[src/rtl/vmul_issue_arb_if.sv]
// rtl/vmul_issue_arb_if.sv - op offer/accept bundle between one vector lane decode stage and the vMul issue arbiter
interface vmul_issue_arb_if #(
   parameter int DATA_WIDTH  = 64,
   parameter int ADDR_WIDTH  = 32,
   parameter int SEW_WIDTH   = 2,
   parameter int OPSEL_WIDTH = 2
) ();
   logic                   valid;
   logic                   ready;
   logic [DATA_WIDTH-1:0]  vec0;
   logic [DATA_WIDTH-1:0]  vec1;
   logic [SEW_WIDTH-1:0]   sew;
   logic [OPSEL_WIDTH-1:0] opsel;
   logic                   widen;
   logic [ADDR_WIDTH-1:0]  addr;
   logic                   last;

   // requester side: offers ops, observes acceptance
   modport master (
      output valid, vec0, vec1, sew, opsel, widen, addr, last,
      input  ready
   );

   // arbiter side: consumes ops, returns acceptance
   modport slave (
      input  valid, vec0, vec1, sew, opsel, widen, addr, last,
      output ready
   );
endinterface

[src/rtl/vmul_issue_arb.sv]
// rtl/vmul_issue_arb.sv - two-requester vMul issue arbiter and response router (optional perf counters: VMUL_ARB_PERF_EN)
module vmul_issue_arb #(
   parameter int REQ_DATA_WIDTH = 64,
   parameter int REQ_ADDR_WIDTH = 32,
   parameter int SEW_WIDTH      = 2,
   parameter int OPSEL_WIDTH    = 2,
   parameter int MUL_LATENCY    = 6
) (
   input  logic                      clk_i,
   input  logic                      rst_ni,

   vmul_issue_arb_if.slave           req0_if,
   vmul_issue_arb_if.slave           req1_if,

   output logic [REQ_DATA_WIDTH-1:0] mul_vec0_o,
   output logic [REQ_DATA_WIDTH-1:0] mul_vec1_o,
   output logic [SEW_WIDTH-1:0]      mul_sew_o,
   output logic [OPSEL_WIDTH-1:0]    mul_opsel_o,
   output logic                      mul_widen_o,
   output logic [REQ_ADDR_WIDTH-1:0] mul_addr_o,
   output logic                      mul_valid_o,

   input  logic                      mul_out_valid_i,
   input  logic [REQ_DATA_WIDTH-1:0] mul_out_vec_i,
   input  logic [REQ_ADDR_WIDTH-1:0] mul_out_addr_i,

   output logic                      rsp0_valid_o,
   output logic                      rsp1_valid_o,
   output logic [REQ_DATA_WIDTH-1:0] rsp_vec_o,
   output logic [REQ_ADDR_WIDTH-1:0] rsp_addr_o,

   input  logic                      flush_i,
   output logic                      flush_done_o,
   output logic                      busy_o,
   output logic                      err_orphan_o
`ifdef VMUL_ARB_PERF_EN
   ,
   output logic [31:0]               perf_issue0_o,
   output logic [31:0]               perf_issue1_o,
   output logic [31:0]               perf_conflict_o
`endif
);

   // One tag stage per cycle between accept and the vMul result strobe.
   localparam int TAG_DEPTH = MUL_LATENCY + 1;
   localparam int CNT_WIDTH = $clog2(TAG_DEPTH + 1);
   localparam logic [CNT_WIDTH-1:0] CNT_MAX = CNT_WIDTH'(TAG_DEPTH);

   localparam logic [1:0] ST_IDLE  = 2'd0;
   localparam logic [1:0] ST_LOCK0 = 2'd1;
   localparam logic [1:0] ST_LOCK1 = 2'd2;
   localparam logic [1:0] ST_DRAIN = 2'd3;

   logic [1:0]                state_q, state_d;
   logic                      rr_q, rr_d;
   logic                      gnt0, gnt1;
   logic                      acc_any, acc_id, acc_last;

   logic [TAG_DEPTH-1:0]      tag_v_q, tag_v_d;
   logic [TAG_DEPTH-1:0]      tag_id_q, tag_id_d;
   logic                      tail_v, tail_id;
   logic                      rsp_fire;

   logic [CNT_WIDTH-1:0]      cnt_q, cnt_d;
   logic                      done_q, done_d;
   logic                      err_q, err_d;
   logic                      flush_done;

   logic [REQ_DATA_WIDTH-1:0] mul_vec0_q, mul_vec0_d;
   logic [REQ_DATA_WIDTH-1:0] mul_vec1_q, mul_vec1_d;
   logic [SEW_WIDTH-1:0]      mul_sew_q, mul_sew_d;
   logic [OPSEL_WIDTH-1:0]    mul_opsel_q, mul_opsel_d;
   logic                      mul_widen_q, mul_widen_d;
   logic [REQ_ADDR_WIDTH-1:0] mul_addr_q, mul_addr_d;
   logic                      mul_valid_q, mul_valid_d;

   // Grant: flush blocks everything; a lock pins the grant to its owner; otherwise round-robin on contention.
   always_comb begin
      gnt0 = 1'b0;
      gnt1 = 1'b0;
      if (!flush_i) begin
         case (state_q)
            ST_IDLE: begin
               if (req0_if.valid && req1_if.valid) begin
                  gnt0 = ~rr_q;
                  gnt1 = rr_q;
               end else begin
                  gnt0 = req0_if.valid;
                  gnt1 = req1_if.valid;
               end
            end
            ST_LOCK0: gnt0 = req0_if.valid;
            ST_LOCK1: gnt1 = req1_if.valid;
            default: ;
         endcase
      end
   end

   assign req0_if.ready = gnt0;
   assign req1_if.ready = gnt1;

   assign acc_any  = gnt0 | gnt1;
   assign acc_id   = gnt1;
   assign acc_last = gnt1 ? req1_if.last : req0_if.last;

   // Next FSM state and round-robin pointer (pointer always moves away from the requester just served).
   always_comb begin
      state_d = state_q;
      rr_d    = acc_any ? ~acc_id : rr_q;
      if (flush_i) begin
         state_d = ST_DRAIN;
      end else begin
         case (state_q)
            ST_IDLE:  if (acc_any && !acc_last) state_d = acc_id ? ST_LOCK1 : ST_LOCK0;
            ST_LOCK0,
            ST_LOCK1: if (acc_any && acc_last) state_d = ST_IDLE;
            ST_DRAIN: state_d = ST_IDLE;
            default:  state_d = ST_IDLE;
         endcase
      end
   end

   assign tail_v   = tag_v_q[TAG_DEPTH-1];
   assign tail_id  = tag_id_q[TAG_DEPTH-1];
   assign rsp_fire = mul_out_valid_i & tail_v;

   // Tag pipe shift, in-flight bookkeeping, orphan detection and the one-shot drain pulse.
   always_comb begin
      tag_v_d  = {tag_v_q[TAG_DEPTH-2:0], acc_any};
      tag_id_d = {tag_id_q[TAG_DEPTH-2:0], acc_id};

      cnt_d = cnt_q;
      if (acc_any && !rsp_fire && (cnt_q != CNT_MAX)) begin
         cnt_d = cnt_q + 1'b1;
      end else if (!acc_any && rsp_fire && (cnt_q != '0)) begin
         cnt_d = cnt_q - 1'b1;
      end

      // A result without a tag, or a tag whose result never showed up, means issue and vMul disagree.
      err_d = err_q | (mul_out_valid_i ^ tail_v);

      flush_done = (state_q == ST_DRAIN) && (cnt_q == '0) && !done_q;
      done_d     = (state_q == ST_DRAIN) ? (done_q | flush_done) : 1'b0;
   end

   // Issue register: capture the winning op; data is held between issues so vMul inputs stay quiet.
   always_comb begin
      mul_vec0_d  = mul_vec0_q;
      mul_vec1_d  = mul_vec1_q;
      mul_sew_d   = mul_sew_q;
      mul_opsel_d = mul_opsel_q;
      mul_widen_d = mul_widen_q;
      mul_addr_d  = mul_addr_q;
      mul_valid_d = acc_any;
      if (gnt1) begin
         mul_vec0_d  = req1_if.vec0;
         mul_vec1_d  = req1_if.vec1;
         mul_sew_d   = req1_if.sew;
         mul_opsel_d = req1_if.opsel;
         mul_widen_d = req1_if.widen;
         mul_addr_d  = req1_if.addr;
      end else if (gnt0) begin
         mul_vec0_d  = req0_if.vec0;
         mul_vec1_d  = req0_if.vec1;
         mul_sew_d   = req0_if.sew;
         mul_opsel_d = req0_if.opsel;
         mul_widen_d = req0_if.widen;
         mul_addr_d  = req0_if.addr;
      end
   end

   // Control state registers.
   always_ff @(posedge clk_i or negedge rst_ni) begin
      if (!rst_ni) begin
         state_q  <= ST_IDLE;
         rr_q     <= 1'b0;
         tag_v_q  <= '0;
         tag_id_q <= '0;
         cnt_q    <= '0;
         done_q   <= 1'b0;
         err_q    <= 1'b0;
      end else begin
         state_q  <= state_d;
         rr_q     <= rr_d;
         tag_v_q  <= tag_v_d;
         tag_id_q <= tag_id_d;
         cnt_q    <= cnt_d;
         done_q   <= done_d;
         err_q    <= err_d;
      end
   end

   // Issue registers towards vMul.
   always_ff @(posedge clk_i or negedge rst_ni) begin
      if (!rst_ni) begin
         mul_vec0_q  <= '0;
         mul_vec1_q  <= '0;
         mul_sew_q   <= '0;
         mul_opsel_q <= '0;
         mul_widen_q <= 1'b0;
         mul_addr_q  <= '0;
         mul_valid_q <= 1'b0;
      end else begin
         mul_vec0_q  <= mul_vec0_d;
         mul_vec1_q  <= mul_vec1_d;
         mul_sew_q   <= mul_sew_d;
         mul_opsel_q <= mul_opsel_d;
         mul_widen_q <= mul_widen_d;
         mul_addr_q  <= mul_addr_d;
         mul_valid_q <= mul_valid_d;
      end
   end

   assign mul_vec0_o   = mul_vec0_q;
   assign mul_vec1_o   = mul_vec1_q;
   assign mul_sew_o    = mul_sew_q;
   assign mul_opsel_o  = mul_opsel_q;
   assign mul_widen_o  = mul_widen_q;
   assign mul_addr_o   = mul_addr_q;
   assign mul_valid_o  = mul_valid_q;

   // Results route straight through; only the owner strobe depends on the tag.
   assign rsp0_valid_o = rsp_fire & ~tail_id;
   assign rsp1_valid_o = rsp_fire & tail_id;
   assign rsp_vec_o    = mul_out_vec_i;
   assign rsp_addr_o   = mul_out_addr_i;

   assign flush_done_o = flush_done;
   assign busy_o       = (cnt_q != '0);
   assign err_orphan_o = err_q;

`ifdef VMUL_ARB_PERF_EN
   logic [31:0] perf_issue0_q, perf_issue0_d;
   logic [31:0] perf_issue1_q, perf_issue1_d;
   logic [31:0] perf_conflict_q, perf_conflict_d;
   logic        conflict;

   // Contention: both lanes offering while at most one of them is served.
   assign conflict = req0_if.valid & req1_if.valid & ~(gnt0 & gnt1);

   // Saturating event counters.
   always_comb begin
      perf_issue0_d   = perf_issue0_q;
      perf_issue1_d   = perf_issue1_q;
      perf_conflict_d = perf_conflict_q;
      if (gnt0 && (perf_issue0_q != '1))     perf_issue0_d   = perf_issue0_q + 32'd1;
      if (gnt1 && (perf_issue1_q != '1))     perf_issue1_d   = perf_issue1_q + 32'd1;
      if (conflict && (perf_conflict_q != '1)) perf_conflict_d = perf_conflict_q + 32'd1;
   end

   // Counter registers, cleared only by reset.
   always_ff @(posedge clk_i or negedge rst_ni) begin
      if (!rst_ni) begin
         perf_issue0_q   <= '0;
         perf_issue1_q   <= '0;
         perf_conflict_q <= '0;
      end else begin
         perf_issue0_q   <= perf_issue0_d;
         perf_issue1_q   <= perf_issue1_d;
         perf_conflict_q <= perf_conflict_d;
      end
   end

   assign perf_issue0_o   = perf_issue0_q;
   assign perf_issue1_o   = perf_issue1_q;
   assign perf_conflict_o = perf_conflict_q;
`endif

endmodule

[src/flat_wrapper.sv]
// flat-port wrapper written by rule: the top's interface ports become plain ports
module vmul_issue_arb_flat 
#(
   parameter int REQ_DATA_WIDTH = 64,
   parameter int REQ_ADDR_WIDTH = 32,
   parameter int SEW_WIDTH      = 2,
   parameter int OPSEL_WIDTH    = 2,
   parameter int MUL_LATENCY    = 6
)
  (clk_i, rst_ni, mul_vec0_o, mul_vec1_o, mul_sew_o, mul_opsel_o, mul_widen_o, mul_addr_o, mul_valid_o, mul_out_valid_i, mul_out_vec_i, mul_out_addr_i, rsp0_valid_o, rsp1_valid_o, rsp_vec_o, rsp_addr_o, flush_i, flush_done_o, busy_o, err_orphan_o, req0_if_valid, req0_if_vec0, req0_if_vec1, req0_if_sew, req0_if_opsel, req0_if_widen, req0_if_addr, req0_if_last, req0_if_ready, req1_if_valid, req1_if_vec0, req1_if_vec1, req1_if_sew, req1_if_opsel, req1_if_widen, req1_if_addr, req1_if_last, req1_if_ready);
  vmul_issue_arb_if #(.DATA_WIDTH((64)), .ADDR_WIDTH((32)), .SEW_WIDTH(SEW_WIDTH), .OPSEL_WIDTH(OPSEL_WIDTH)) req0_if_i ();
  vmul_issue_arb_if #(.DATA_WIDTH((64)), .ADDR_WIDTH((32)), .SEW_WIDTH(SEW_WIDTH), .OPSEL_WIDTH(OPSEL_WIDTH)) req1_if_i ();
  input  logic clk_i;
  input  logic rst_ni;
  output logic [REQ_DATA_WIDTH-1:0] mul_vec0_o;
  output logic [REQ_DATA_WIDTH-1:0] mul_vec1_o;
  output logic [SEW_WIDTH-1:0] mul_sew_o;
  output logic [OPSEL_WIDTH-1:0] mul_opsel_o;
  output logic mul_widen_o;
  output logic [REQ_ADDR_WIDTH-1:0] mul_addr_o;
  output logic mul_valid_o;
  input  logic mul_out_valid_i;
  input  logic [REQ_DATA_WIDTH-1:0] mul_out_vec_i;
  input  logic [REQ_ADDR_WIDTH-1:0] mul_out_addr_i;
  output logic rsp0_valid_o;
  output logic rsp1_valid_o;
  output logic [REQ_DATA_WIDTH-1:0] rsp_vec_o;
  output logic [REQ_ADDR_WIDTH-1:0] rsp_addr_o;
  input  logic flush_i;
  output logic flush_done_o;
  output logic busy_o;
  output logic err_orphan_o;
  input wire logic [$bits(req0_if_i.valid)-1:0] req0_if_valid;
  input wire logic [$bits(req0_if_i.vec0)-1:0] req0_if_vec0;
  input wire logic [$bits(req0_if_i.vec1)-1:0] req0_if_vec1;
  input wire logic [$bits(req0_if_i.sew)-1:0] req0_if_sew;
  input wire logic [$bits(req0_if_i.opsel)-1:0] req0_if_opsel;
  input wire logic [$bits(req0_if_i.widen)-1:0] req0_if_widen;
  input wire logic [$bits(req0_if_i.addr)-1:0] req0_if_addr;
  input wire logic [$bits(req0_if_i.last)-1:0] req0_if_last;
  output wire logic [$bits(req0_if_i.ready)-1:0] req0_if_ready;
  input wire logic [$bits(req1_if_i.valid)-1:0] req1_if_valid;
  input wire logic [$bits(req1_if_i.vec0)-1:0] req1_if_vec0;
  input wire logic [$bits(req1_if_i.vec1)-1:0] req1_if_vec1;
  input wire logic [$bits(req1_if_i.sew)-1:0] req1_if_sew;
  input wire logic [$bits(req1_if_i.opsel)-1:0] req1_if_opsel;
  input wire logic [$bits(req1_if_i.widen)-1:0] req1_if_widen;
  input wire logic [$bits(req1_if_i.addr)-1:0] req1_if_addr;
  input wire logic [$bits(req1_if_i.last)-1:0] req1_if_last;
  output wire logic [$bits(req1_if_i.ready)-1:0] req1_if_ready;
  assign req0_if_i.valid = req0_if_valid;
  assign req0_if_i.vec0 = req0_if_vec0;
  assign req0_if_i.vec1 = req0_if_vec1;
  assign req0_if_i.sew = req0_if_sew;
  assign req0_if_i.opsel = req0_if_opsel;
  assign req0_if_i.widen = req0_if_widen;
  assign req0_if_i.addr = req0_if_addr;
  assign req0_if_i.last = req0_if_last;
  assign req0_if_ready = req0_if_i.ready;
  assign req1_if_i.valid = req1_if_valid;
  assign req1_if_i.vec0 = req1_if_vec0;
  assign req1_if_i.vec1 = req1_if_vec1;
  assign req1_if_i.sew = req1_if_sew;
  assign req1_if_i.opsel = req1_if_opsel;
  assign req1_if_i.widen = req1_if_widen;
  assign req1_if_i.addr = req1_if_addr;
  assign req1_if_i.last = req1_if_last;
  assign req1_if_ready = req1_if_i.ready;
  vmul_issue_arb #(.REQ_DATA_WIDTH(REQ_DATA_WIDTH), .REQ_ADDR_WIDTH(REQ_ADDR_WIDTH), .SEW_WIDTH(SEW_WIDTH), .OPSEL_WIDTH(OPSEL_WIDTH), .MUL_LATENCY(MUL_LATENCY)) u_core (.clk_i(clk_i), .rst_ni(rst_ni), .req0_if(req0_if_i), .req1_if(req1_if_i), .mul_vec0_o(mul_vec0_o), .mul_vec1_o(mul_vec1_o), .mul_sew_o(mul_sew_o), .mul_opsel_o(mul_opsel_o), .mul_widen_o(mul_widen_o), .mul_addr_o(mul_addr_o), .mul_valid_o(mul_valid_o), .mul_out_valid_i(mul_out_valid_i), .mul_out_vec_i(mul_out_vec_i), .mul_out_addr_i(mul_out_addr_i), .rsp0_valid_o(rsp0_valid_o), .rsp1_valid_o(rsp1_valid_o), .rsp_vec_o(rsp_vec_o), .rsp_addr_o(rsp_addr_o), .flush_i(flush_i), .flush_done_o(flush_done_o), .busy_o(busy_o), .err_orphan_o(err_orphan_o));
endmodule
[config.mk]
export PLATFORM = sky130hd
export DESIGN_NAME = vmul_issue_arb_flat
export DESIGN_NICKNAME = d
export VERILOG_FILES = /design/src/rtl/vmul_issue_arb_if.sv /design/src/rtl/vmul_issue_arb.sv /design/src/flat_wrapper.sv
export SDC_FILE = /design/constraint.sdc
export NUM_CORES = 1
export LEC_CHECK = 0
export BUFFER_PORTS_ARGS = -buffer_cell sky130_fd_sc_hd__buf_4
export CORE_AREA = 3 3 276 278
export DETAILED_ROUTE_END_ITERATION = 10
export DIE_AREA = 0 0 279 281
export PLACE_DENSITY = 0.35
export SYNTH_ARGS = -nofsm -noshare
export SYNTH_HDL_FRONTEND = slang
export SYNTH_SLANG_ARGS = --single-unit
[constraint.sdc]
create_clock -name clk_i -period 3.4 [get_ports clk_i]
set_input_delay 0.85 -clock clk_i [delete_from_list [all_inputs] [get_ports clk_i]]
set_output_delay 0.85 -clock clk_i [all_outputs]
set_load 0.01 [all_outputs]
==> qor.txt, run 1 <==
CP delay by family, top: buffers and inverters
Crit. path cell count: 6
Crit Path Max Fanout: 7
Cells after Synth: 1,089
Share of post-route cells with drive strength above 1: 38.5%
Worst path slowest cell: dfrtp_1
TNS Setup: 0 ns
Reg-to-reg slack, setup: 0.72 ns
Synthesis Warnings: 0
CTS buffer count: 17
Psw: 4.28 mW
Htree depth: 4
Antenna violations before repair: 2
Die area: 78,400 µm²
DRC viols: 0
FP Rows: 100
Setup Crit Path Kind: register to output port
Part of the Yosys area used for sequential elements: 50.6%
RD Place Congestion: 0.766
Die Y-Extent: 281 µm
Nets: 1,908
Async set-reset flop share out of synthesis: 100%
Wirelength, routed: 39.7 mm
PnR worst setup slack: 0.533 ns
Layout Area Growth over Synthesis: 51.9%
Dpl ws: 0.415 ns
Comb pwr share: 44.0%
Simple-gate portion of the synthesized area: 22.1%
Worst Setup EP: req1_if_ready
Total Routing Usage GR: 9.74%
Crit end category: output port
Clk_skew: 0.0108 ns
CORE AREA: 74,200 µm²
Commonest non-fill, non-tap cell in the layout: buf_4
R2R depth: 8
Post-CTS Setup Repair Bufs: 0
Starting density of the core: 12.5%
Critical path arrival: 2.02 ns
Area of the mapped netlist: 9260 µm²
First-pass GRT wire length: 57.4 mm
Max-slew violation count: 0
Post-synth EDFFs: 0
Maxcap violations: 0
Wirelength per Cell: 16.2 µm
I/O Buffers: 510
Congestion Overflow GR: 0
I/O pins: 703
Relative slew slack: 54.0%
CP Launch Type: register
Clock share of power: 19.9%
Via count: 9,009
DRT iter0 DRCs: 437
Adder-cell share of the synthesized area: 1.03%
Outcome: complete, no violations
Number of cells upsized or downsized after cts: 0
R2r endpoint: u_core.cnt_q[2]$_DFFE_PN0P_
Switching share of power: 38.1%
Largest family of logic cells by synthesized area: simple AND/OR/NAND/NOR gates
Leakage power: 6.72 nW
Clock tree buffer depth: 2
Compound-Gate Fraction of Synth Area: 13.2%
DR pass1 iterations: 6
Crit-path cells: inv_1, ha_1, a31o_4, nand2_8, inv_1, buf_4
RSZ-0062 raised after global routing: false
Met2 Wirelength: 19.1 mm
Most frequent cells in the layout: 517 x buf_4, 336 x nand2_1, 187 x dfrtp_1
Largest net degree at the start of global routing: 133
Clk_lat worst skew: 0.48 ns
Sequential cell fraction of total power: 36.1%
Max Used Layer: met5
Reg-to-Reg Start: u_core.state_q[0]$_DFFE_PN0P_
Tightest Pin Transition: 0.690 ns
Yosys reg bits: 187
Vias per cell: 3.68
Placed inst area: 13,400 µm²
# clock sinks: 187
Syn_area_per_cell: 8.50 µm²
Fin area: 14,100 µm²
Pwr Total: 11.2 mW
TritonCTS clock tree: done
Mux share of post-synthesis cell area: 0.473%
Vias in the first global route: 9,167
Hold Crit Class: register to register
Count of cell types in the netlist: 42
Critical path buffer and inverter count: 3
Net Count, Synth: 1,530
Hold buffers post-CTS: 0
Power Density: 798 nW/µm²
DRT met1 WL: 15.5 mm
Tcrit/Tclk final: 84.3%
CTS root buffer: clkbuf_16
Dpl hpwl: 28.9 mm
Worst path max stage delay: 0.41 ns
Worst setup path start: u_core.state_q[0]$_DFFE_PN0P_
Final min period: 2.87 ns
Clock slew at reported path FFs: 0.08 ns
VDD IR max: 0.309 mV
Post-synth top flop: dfrtp_1
Fmax: 349 MHz
Final hold vios: 0
Die width: 279 µm
Most used cell, CP: inv_1
XOR/XNOR share of the synthesized area: 0%
Internal power: 6.95 mW
Critical path required time: 2.55 ns
Routed Antenna Nets: 0
Met3 wire length: 3.80 mm
# setup viols final: 0
==> cell type report <==
cell class,instances,area [µm²]
inverter,9,38.8
clock inverter,14,174
multi-input combinational,724,3420
sequential,187,4680
clock buffer,18,439
fill,8379,60100
timing repair buffer,528,4100
antenna,1,2.50
tap,969,1210
==> metal layers <==
metal | vias up | GRT usage, %
met2 | 416 | 16.3
met4 | 2 | 4.30
li1 | 4262 | -
met1 | 4259 | 10.6
met3 | 70 | 4.49
met5 | - | 0
==> registers in the layout, summed over array words and instances, names as in the netlist <==
name	flops
u_core.tag_id_q	7
u_core.rr_q	1
u_core.mul_vec1_o	64
u_core.err_orphan_o	1
u_core.state_q	2
u_core.mul_opsel_o	2
u_core.mul_widen_o	1
u_core.mul_sew_o	2
u_core.cnt_q	3
u_core.done_q	1
u_core.mul_vec0_o	64
u_core.tag_v_q	7
u_core.mul_addr_o	32
==> kinds of logic after synthesis <==
group,after synthesis
buffers and inverters,178
AO/OA/AOI/OAI,186
multiplexers,3
flip-flops,187
AND/OR/NAND/NOR,528
adder cells (fa/ha/maj),7
==> worst reg2reg max path, stage by stage, from the launching register on <==
cell	delay [ns]
dfrtp_1	0.41
inv_1	0.13
ha_1	0.33
a31o_4	0.25
a22oi_4	0.12
a311o_1	0.31
fa_1	0.37
nand2b_1	0.17
mux4_2	0.46
==> stage by stage <==
stage          hold WS [ns]  std cells  utilization [%]
6_report              0.353       2450             19.0
2_1_floorplan         0.331       1089                -
3_3_place_gp          0.333       2417             18.1
3_5_place_dp          0.335       2417             18.1
5_1_grt               0.360       2449             19.0
4_1_cts               0.356       2449             19.0
==> cells in the mapped netlist, types with 2 or more instances <==
master,n,area [µm²]
a31oi_1,166,1040
buf_6,6,67.6
nor2b_1,4,25.0
and2b_1,2,15.0
o31ai_1,3,22.5
dfrtp_1,187,4680
a31o_4,2,35.0
buf_2,55,275
nand4_1,2,12.5
buf_4,103,773
nand2_1,336,1260
ha_1,6,75.1
nand2_4,2,22.5
clkbuf_1,5,18.8
inv_1,8,30.0
nor2_1,173,649
o21ai_0,4,20.0
==> how the worst min path moves through the flow <==
stage	from	end	slack, ns	cells past startpoint
detailed placement	u_core.tag_v_q[3]$_DFF_PN0_	u_core.tag_v_q[4]$_DFF_PN0_	0.33	0
finish	u_core.tag_v_q[2]$_DFF_PN0_	u_core.tag_v_q[3]$_DFF_PN0_	0.35	0
CTS	u_core.tag_id_q[5]$_DFF_PN0_	u_core.tag_id_q[6]$_DFF_PN0_	0.36	0
floorplan	u_core.tag_id_q[0]$_DFF_PN0_	u_core.tag_id_q[1]$_DFF_PN0_	0.33	0
global placement	u_core.tag_v_q[3]$_DFF_PN0_	u_core.tag_v_q[4]$_DFF_PN0_	0.33	0
global route	u_core.tag_id_q[3]$_DFF_PN0_	u_core.tag_id_q[4]$_DFF_PN0_	0.36	0
==> power groups by stage <==
stage / clock network [mW] / registers [mW] / logic [mW]
after global placement: 0 / 4.08 / 5.06
after CTS: 2.38 / 4.08 / 5.06
after global routing: 2.45 / 4.19 / 5.46
final: 2.24 / 4.05 / 4.94
after detailed placement: 0 / 4.09 / 5.06
after floorplan: 0 / 4.41 / 2.03
No activity file was read; power rests on OpenSTA's default activity.
==> run 2, diff against run 1 <==
--- a/config.mk
+++ b/config.mk
@@ -6,10 +6,10 @@
 export NUM_CORES = 1
 export LEC_CHECK = 0
 export BUFFER_PORTS_ARGS = -buffer_cell sky130_fd_sc_hd__buf_4
-export CORE_AREA = 3 3 276 278
+export CORE_AREA = 3 3 274 276
 export DETAILED_ROUTE_END_ITERATION = 10
-export DIE_AREA = 0 0 279 281
-export PLACE_DENSITY = 0.35
+export DIE_AREA = 0 0 277 279
+export PLACE_DENSITY = 0.36
 export SYNTH_ARGS = -nofsm -noshare
 export SYNTH_HDL_FRONTEND = slang
 export SYNTH_SLANG_ARGS = --single-unit
==> constraint.sdc (replaced) <==
create_clock -name clk_i -period 2.6 [get_ports clk_i]
set_input_delay 0.65 -clock clk_i [delete_from_list [all_inputs] [get_ports clk_i]]
set_output_delay 0.65 -clock clk_i [all_outputs]
set_load 0.01 [all_outputs]
==> qor.txt, run 2 (synthesis results as in run 1) <==
Wirelength, routed: 40.6 mm
Wirelength per Cell: 16.4 µm
Commonest non-fill, non-tap cell in the layout: buf_4
Die width: 277 µm
Clk_skew: 0.0315 ns
FP Rows: 99
Starting density of the core: 12.7%
Maxcap violations: 0
Relative slew slack: 54.2%
Worst path slowest cell: dfrtp_1
CTS buffer count: 17
Fmax: 401 MHz
Final min period: 2.49 ns
Hold buffers post-CTS: 0
RD Place Congestion: 0.784
Clock slew at reported path FFs: 0.08 ns
Setup Crit Path Kind: register to output port
DRC viols: 0
CTS root buffer: clkbuf_16
Routed Antenna Nets: 0
CP Launch Type: register
Via count: 9,144
Leakage power: 6.86 nW
Most frequent cells in the layout: 545 x buf_4, 336 x nand2_1, 187 x dfrtp_1
Worst path max stage delay: 0.39 ns
First-pass GRT wire length: 60.6 mm
Crit end category: output port
Largest net degree at the start of global routing: 123
Tightest Pin Transition: 0.687 ns
Final std cells w/o fill: 2,468
Die Y-Extent: 279 µm
Vias in the first global route: 9,655
Pwr Total: 14.9 mW
Clock tree buffer depth: 2
Total Routing Usage GR: 10.3%
Crit-path cells: inv_2, ha_1, a31o_4, buf_4, nand2_8, inv_12, buf_4
Most used cell, CP: buf_4
Htree depth: 4
VDD IR max: 0.370 mV
Share of post-route cells with drive strength above 1: 39.9%
Final hold vios: 0
Tcrit/Tclk final: 95.8%
Clk_lat worst skew: 0.50 ns
Placed Instances: 2,429
Power Density: 1040 nW/µm²
Ant diodes: 0
I/O pins: 703
Critical path arrival: 1.84 ns
Outcome: complete, no violations
# setup viols final: 0
# clock sinks: 187
Vias per cell: 3.71
DRT iter0 DRCs: 341
Antenna violations before repair: 0
Critical path required time: 1.95 ns
Layout Area Growth over Synthesis: 54.5%
I/O Buffers: 510
TritonCTS clock tree: done
Nets: 1,937
R2R depth: 8
DR pass1 iterations: 6
Dpl hpwl: 30.2 mm
Max-slew violation count: 0
Congestion Overflow GR: 0
CORE AREA: 72,800 µm²
Die area: 77,300 µm²
Hold Crit Class: primary input to asynchronous set/reset pin
Crit Path Max Fanout: 13
==> run 2: metal layers <==
metal | part of all wire (%) | up-vias | GRT usage, %
li1 | - | 4330 | -
met1 | 38 | 4307 | 11.0
met2 | 49 | 436 | 17.2
met3 | 9.4 | 71 | 4.41
met4 | 4.1 | 0 | 5.28
met5 | 0 | - | 0
==> run 2: per-stage QoR <==
stage | hold slack [ns] | utilization, % | TNS [ns] | setup WS [ns] | instance area (µm²)
after floorplan | 0.331 | - | 0 | 0.0896 | 9260
after global placement | 0.332 | 18.7 | 0 | 0.0690 | 13600
after detailed placement | 0.336 | 18.7 | 0 | 0.0500 | 13600
after CTS | 0.162 | 19.6 | 0 | 0.0155 | 14300
after global routing | 0.193 | 19.6 | -0.00193 | -0.00193 | 14300
final | 0.178 | 19.6 | 0 | 0.108 | 14300
==> run 2: layout make-up <==
class,count,area (µm²)
Fill cell,8200,58500
Sequential cell,187,4680
Timing Repair Buffer,556,4310
Multi-Input combinational cell,725,3460
Tap cell,959,1200
Clock buffer,20,457
Clock inverter,12,156
Inverter,9,46.3
==> run 2: final timing paths <==
path,startpoint,endpoint,slack (ns)
hold reg to reg,u_core.tag_v_q[4]$_DFF_PN0_,u_core.tag_v_q[5]$_DFF_PN0_,0.34
max in group asynchronous,rst_ni,u_core.mul_widen_o$_DFFE_PN0P_,1.74
hold / removal,rst_ni,u_core.mul_vec0_o[21]$_DFFE_PN0P_,0.18
setup / recovery,u_core.state_q[1]$_DFFE_PN0P_,req0_if_ready,0.11
setup reg to reg,u_core.state_q[0]$_DFFE_PN0P_,u_core.cnt_q[2]$_DFFE_PN0P_,0.14
min in group clk_i,u_core.tag_v_q[4]$_DFF_PN0_,u_core.tag_v_q[5]$_DFF_PN0_,0.34
==> run 2: power by group <==
| group | switching (mW) | leakage (nW) | internal, mW |
|---|---|---|---|
| clock | 1.32 | 0.302 | 1.57 |
| combinational | 3.29 | 4.34 | 3.38 |
| sequential | 0.951 | 2.22 | 4.36 |
| total | 5.56 | 6.86 | 9.31 |
==> run 2: critical path: cells and delay by family (launching register included) <==
| family | cells | cell delay, ns |
|---|---|---|
| AOI/OAI and AO/OA | 1 | 0.23 |
| adders and majority gates | 1 | 0.22 |
| buffers and inverters | 4 | 0.43 |
| DFF | 1 | 0.39 |
| and+or+nand+nor | 1 | 0.09 |
==> run 2: repair_timing <==
action                                  in CTS  in global routing
cloned                                       1                  0
gates resized for setup                      7                  1
pin swaps                                    1                  3
endpoints found under the setup margin       2                  2
setup buffers                                2                  4
==> run 3, diff against run 2 <==
--- a/config.mk
+++ b/config.mk
@@ -6,10 +6,13 @@
 export NUM_CORES = 1
 export LEC_CHECK = 0
 export BUFFER_PORTS_ARGS = -buffer_cell sky130_fd_sc_hd__buf_4
-export CORE_AREA = 3 3 274 276
+export CELL_PAD_IN_SITES_DETAIL_PLACEMENT = 0
+export CELL_PAD_IN_SITES_GLOBAL_PLACEMENT = 1
+export CORE_AREA = 3 3 271 273
 export DETAILED_ROUTE_END_ITERATION = 10
-export DIE_AREA = 0 0 277 279
-export PLACE_DENSITY = 0.36
+export DIE_AREA = 0 0 274 276
+export PLACE_DENSITY = 0.48
+export REMOVE_ABC_BUFFERS = 1
 export SYNTH_ARGS = -nofsm -noshare
 export SYNTH_HDL_FRONTEND = slang
 export SYNTH_SLANG_ARGS = --single-unit
==> constraint.sdc (replaced) <==
create_clock -name clk_i -period 2 [get_ports clk_i]
set_input_delay 0.5 -clock clk_i [delete_from_list [all_inputs] [get_ports clk_i]]
set_output_delay 0.5 -clock clk_i [all_outputs]
set_load 0.01 [all_outputs]
==> qor.txt, run 3 (synthesis results as in run 1) <==
Outcome: complete, but fails checks
Violated checks: negative setup slack
Clock tree buffer depth: 2
Clk_skew: 0.0152 ns
I/O Buffers: 510
Layout Area Growth over Synthesis: 78.6%
Finished Core Util: 23.2%
Tightest Pin Transition: 0.380 ns
Hold path endpoint: u_core.mul_vec0_o[15]$_DFFE_PN0P_
CORE AREA: 71,400 µm²
R2R depth: 8
Reg-to-Reg Start: u_core.state_q[1]$_DFFE_PN0P_
Die width: 274 µm
CP delay by family, top: compound AO/OA/AOI/OAI gates
Tcrit/Tclk final: 117%
Clk_lat worst skew: 0.48 ns
Wirelength, routed: 65.1 mm
RD Place Congestion: 0.816
WHS Path Cells: 3
# setup viols final: 161
Routed Antenna Nets: 0
Die Y-Extent: 276 µm
VDD IR max: 0.419 mV
Total Routing Usage GR: 15.3%
PnR worst setup slack: -0.337 ns
Setup Crit Path Kind: register to register
FP Rows: 98
Most frequent cells in the layout: 561 x buf_4, 294 x nand2_1, 186 x dfrtp_1
R2r endpoint: u_core.cnt_q[2]$_DFFE_PN0P_
Hold Crit Class: primary input to register
Critical path arrival: 2.68 ns
Leakage power: 7.85 nW
TNS Setup: -18.94 ns
Vias in the first global route: 9,744
Final min period: 2.34 ns
CTS buffer count: 17
Crit end category: register
Fmax: 428 MHz
Maxcap violations: 0
Clock slew at reported path FFs: 0.08 ns
Antenna violations before repair: 0
CP Launch Type: register
# clock sinks: 187
I/O pins: 703
Worst Hold Launch: req0_if_vec0[15]
Congestion Overflow GR: 0
TritonCTS clock tree: done
Via count: 10,200
Wirelength per Cell: 25.3 µm
Worst path slowest cell: mux4_2
Crit-path cells: inv_2, ha_4, a31o_4, a22oi_4, a311o_1, fa_2, nand2b_4, mux4_2
Critical path required time: 2.34 ns
Final hold vios: 0
Reg-to-reg slack, setup: -0.34 ns
Share of post-route cells with drive strength above 1: 48.0%
DR pass1 iterations: 5
DRC viols: 0
Starting density of the core: 13.0%
Ant diodes: 0
Dpl hpwl: 47.4 mm
Relative slew slack: 74.6%
First-pass GRT wire length: 80.1 mm
Commonest non-fill, non-tap cell in the layout: buf_4
DRT iter0 DRCs: 547
Crit Path Max Fanout: 3
RSZ-0062 raised after global routing: true
Power Density: 1310 nW/µm²
Htree depth: 4
Vias per cell: 3.98
Largest net degree at the start of global routing: 60
Worst path max stage delay: 0.45 ns
Critical path buffer and inverter count: 1
CTS root buffer: clkbuf_16
Nets: 2,047
Max-slew violation count: 0
Die area: 75,600 µm²
==> run 3: cell types whose count changed in the layout (fill, tap and decap cells not counted), moves of 11 or more <==
cell,previous run,this run
nand2_1,336,294
clkbuf_16,17,39
nand2_2,0,31
buf_16,0,13
buf_8,0,22
buf_6,0,29
buf_4,545,561
a31oi_1,166,155
==> run 3: worst reg2reg max path, cell delays in order, from the launching register on <==
cell and delay (ns):
dfrtp_1 0.41, inv_2 0.14, ha_4 0.17, a31o_4 0.17, a22oi_4 0.08, a311o_1 0.29, fa_2 0.34, nand2b_4 0.15
mux4_2 0.45
==> run 3: how the worst max path moves through the flow <==
stage	from	end	slack (ns)	depth (start not counted)
2_1_floorplan	u_core.state_q[0]$_DFFE_PN0P_	u_core.state_q[0]$_DFFE_PN0P_	-1.60	7
3_3_place_gp	u_core.state_q[0]$_DFFE_PN0P_	u_core.cnt_q[2]$_DFFE_PN0P_	-0.42	8
3_5_place_dp	u_core.state_q[0]$_DFFE_PN0P_	u_core.cnt_q[2]$_DFFE_PN0P_	-0.44	8
4_1_cts	u_core.state_q[1]$_DFFE_PN0P_	req0_if_ready	-0.34	7
5_1_grt	u_core.state_q[1]$_DFFE_PN0P_	u_core.cnt_q[2]$_DFFE_PN0P_	-0.44	8
6_report	u_core.state_q[1]$_DFFE_PN0P_	u_core.cnt_q[2]$_DFFE_PN0P_	-0.34	8
==> run 3: per-layer routing <==
layer,up-vias,global-route usage (%),wire length (µm)
met3,57,16.2,13000
met2,706,20.8,26100
met4,16,2.83,926
met1,4893,15.4,24000
met5,-,10.5,1100
li1,4552,-,-
==> run 3: stage by stage <==
stage                     total power, mW  setup slack [ns]  hold WS (ns)  instances  area, µm²
after floorplan                      10.6             -1.60         0.204        920       8120
after global placement               15.9            -0.421         0.334       2468      14000
after detailed placement             16.0            -0.439         0.336       2468      14000
after CTS                            20.6            -0.341         0.207       2521      15100
after global routing                 23.1            -0.442         0.230       2567      16500
final                                21.6            -0.337         0.272       2567      16500
==> run 3: final cells by class <==
type	instances	area (µm²)
repair buffers	667	6160
inverters	9	53.8
multi-input cells	724	3840
clock inverters	9	138
well taps	950	1190
flip-flops and latches	187	4680
fillers	7949	54800
clock buffers	21	470
==> run 3: what timing repair did <==
action / CTS / global route
resized for setup: 56 / 153
gates cloned: 3 / 28
hold buffers: 1 / 0
endpoints found under the setup margin: 114 / 175
endpoints found under the hold margin: 25 / 0
pin swaps: 9 / 129
buffers inserted: 19 / 22
==> run 3: power breakdown <==
part / leakage (nW) / internal (mW) / switching (mW)
Sequential: 2.22 / 5.67 / 1.25
Combinational: 5.34 / 5.87 / 5.09
Clock: 0.296 / 2.07 / 1.70
Total: 7.85 / 13.6 / 8.04
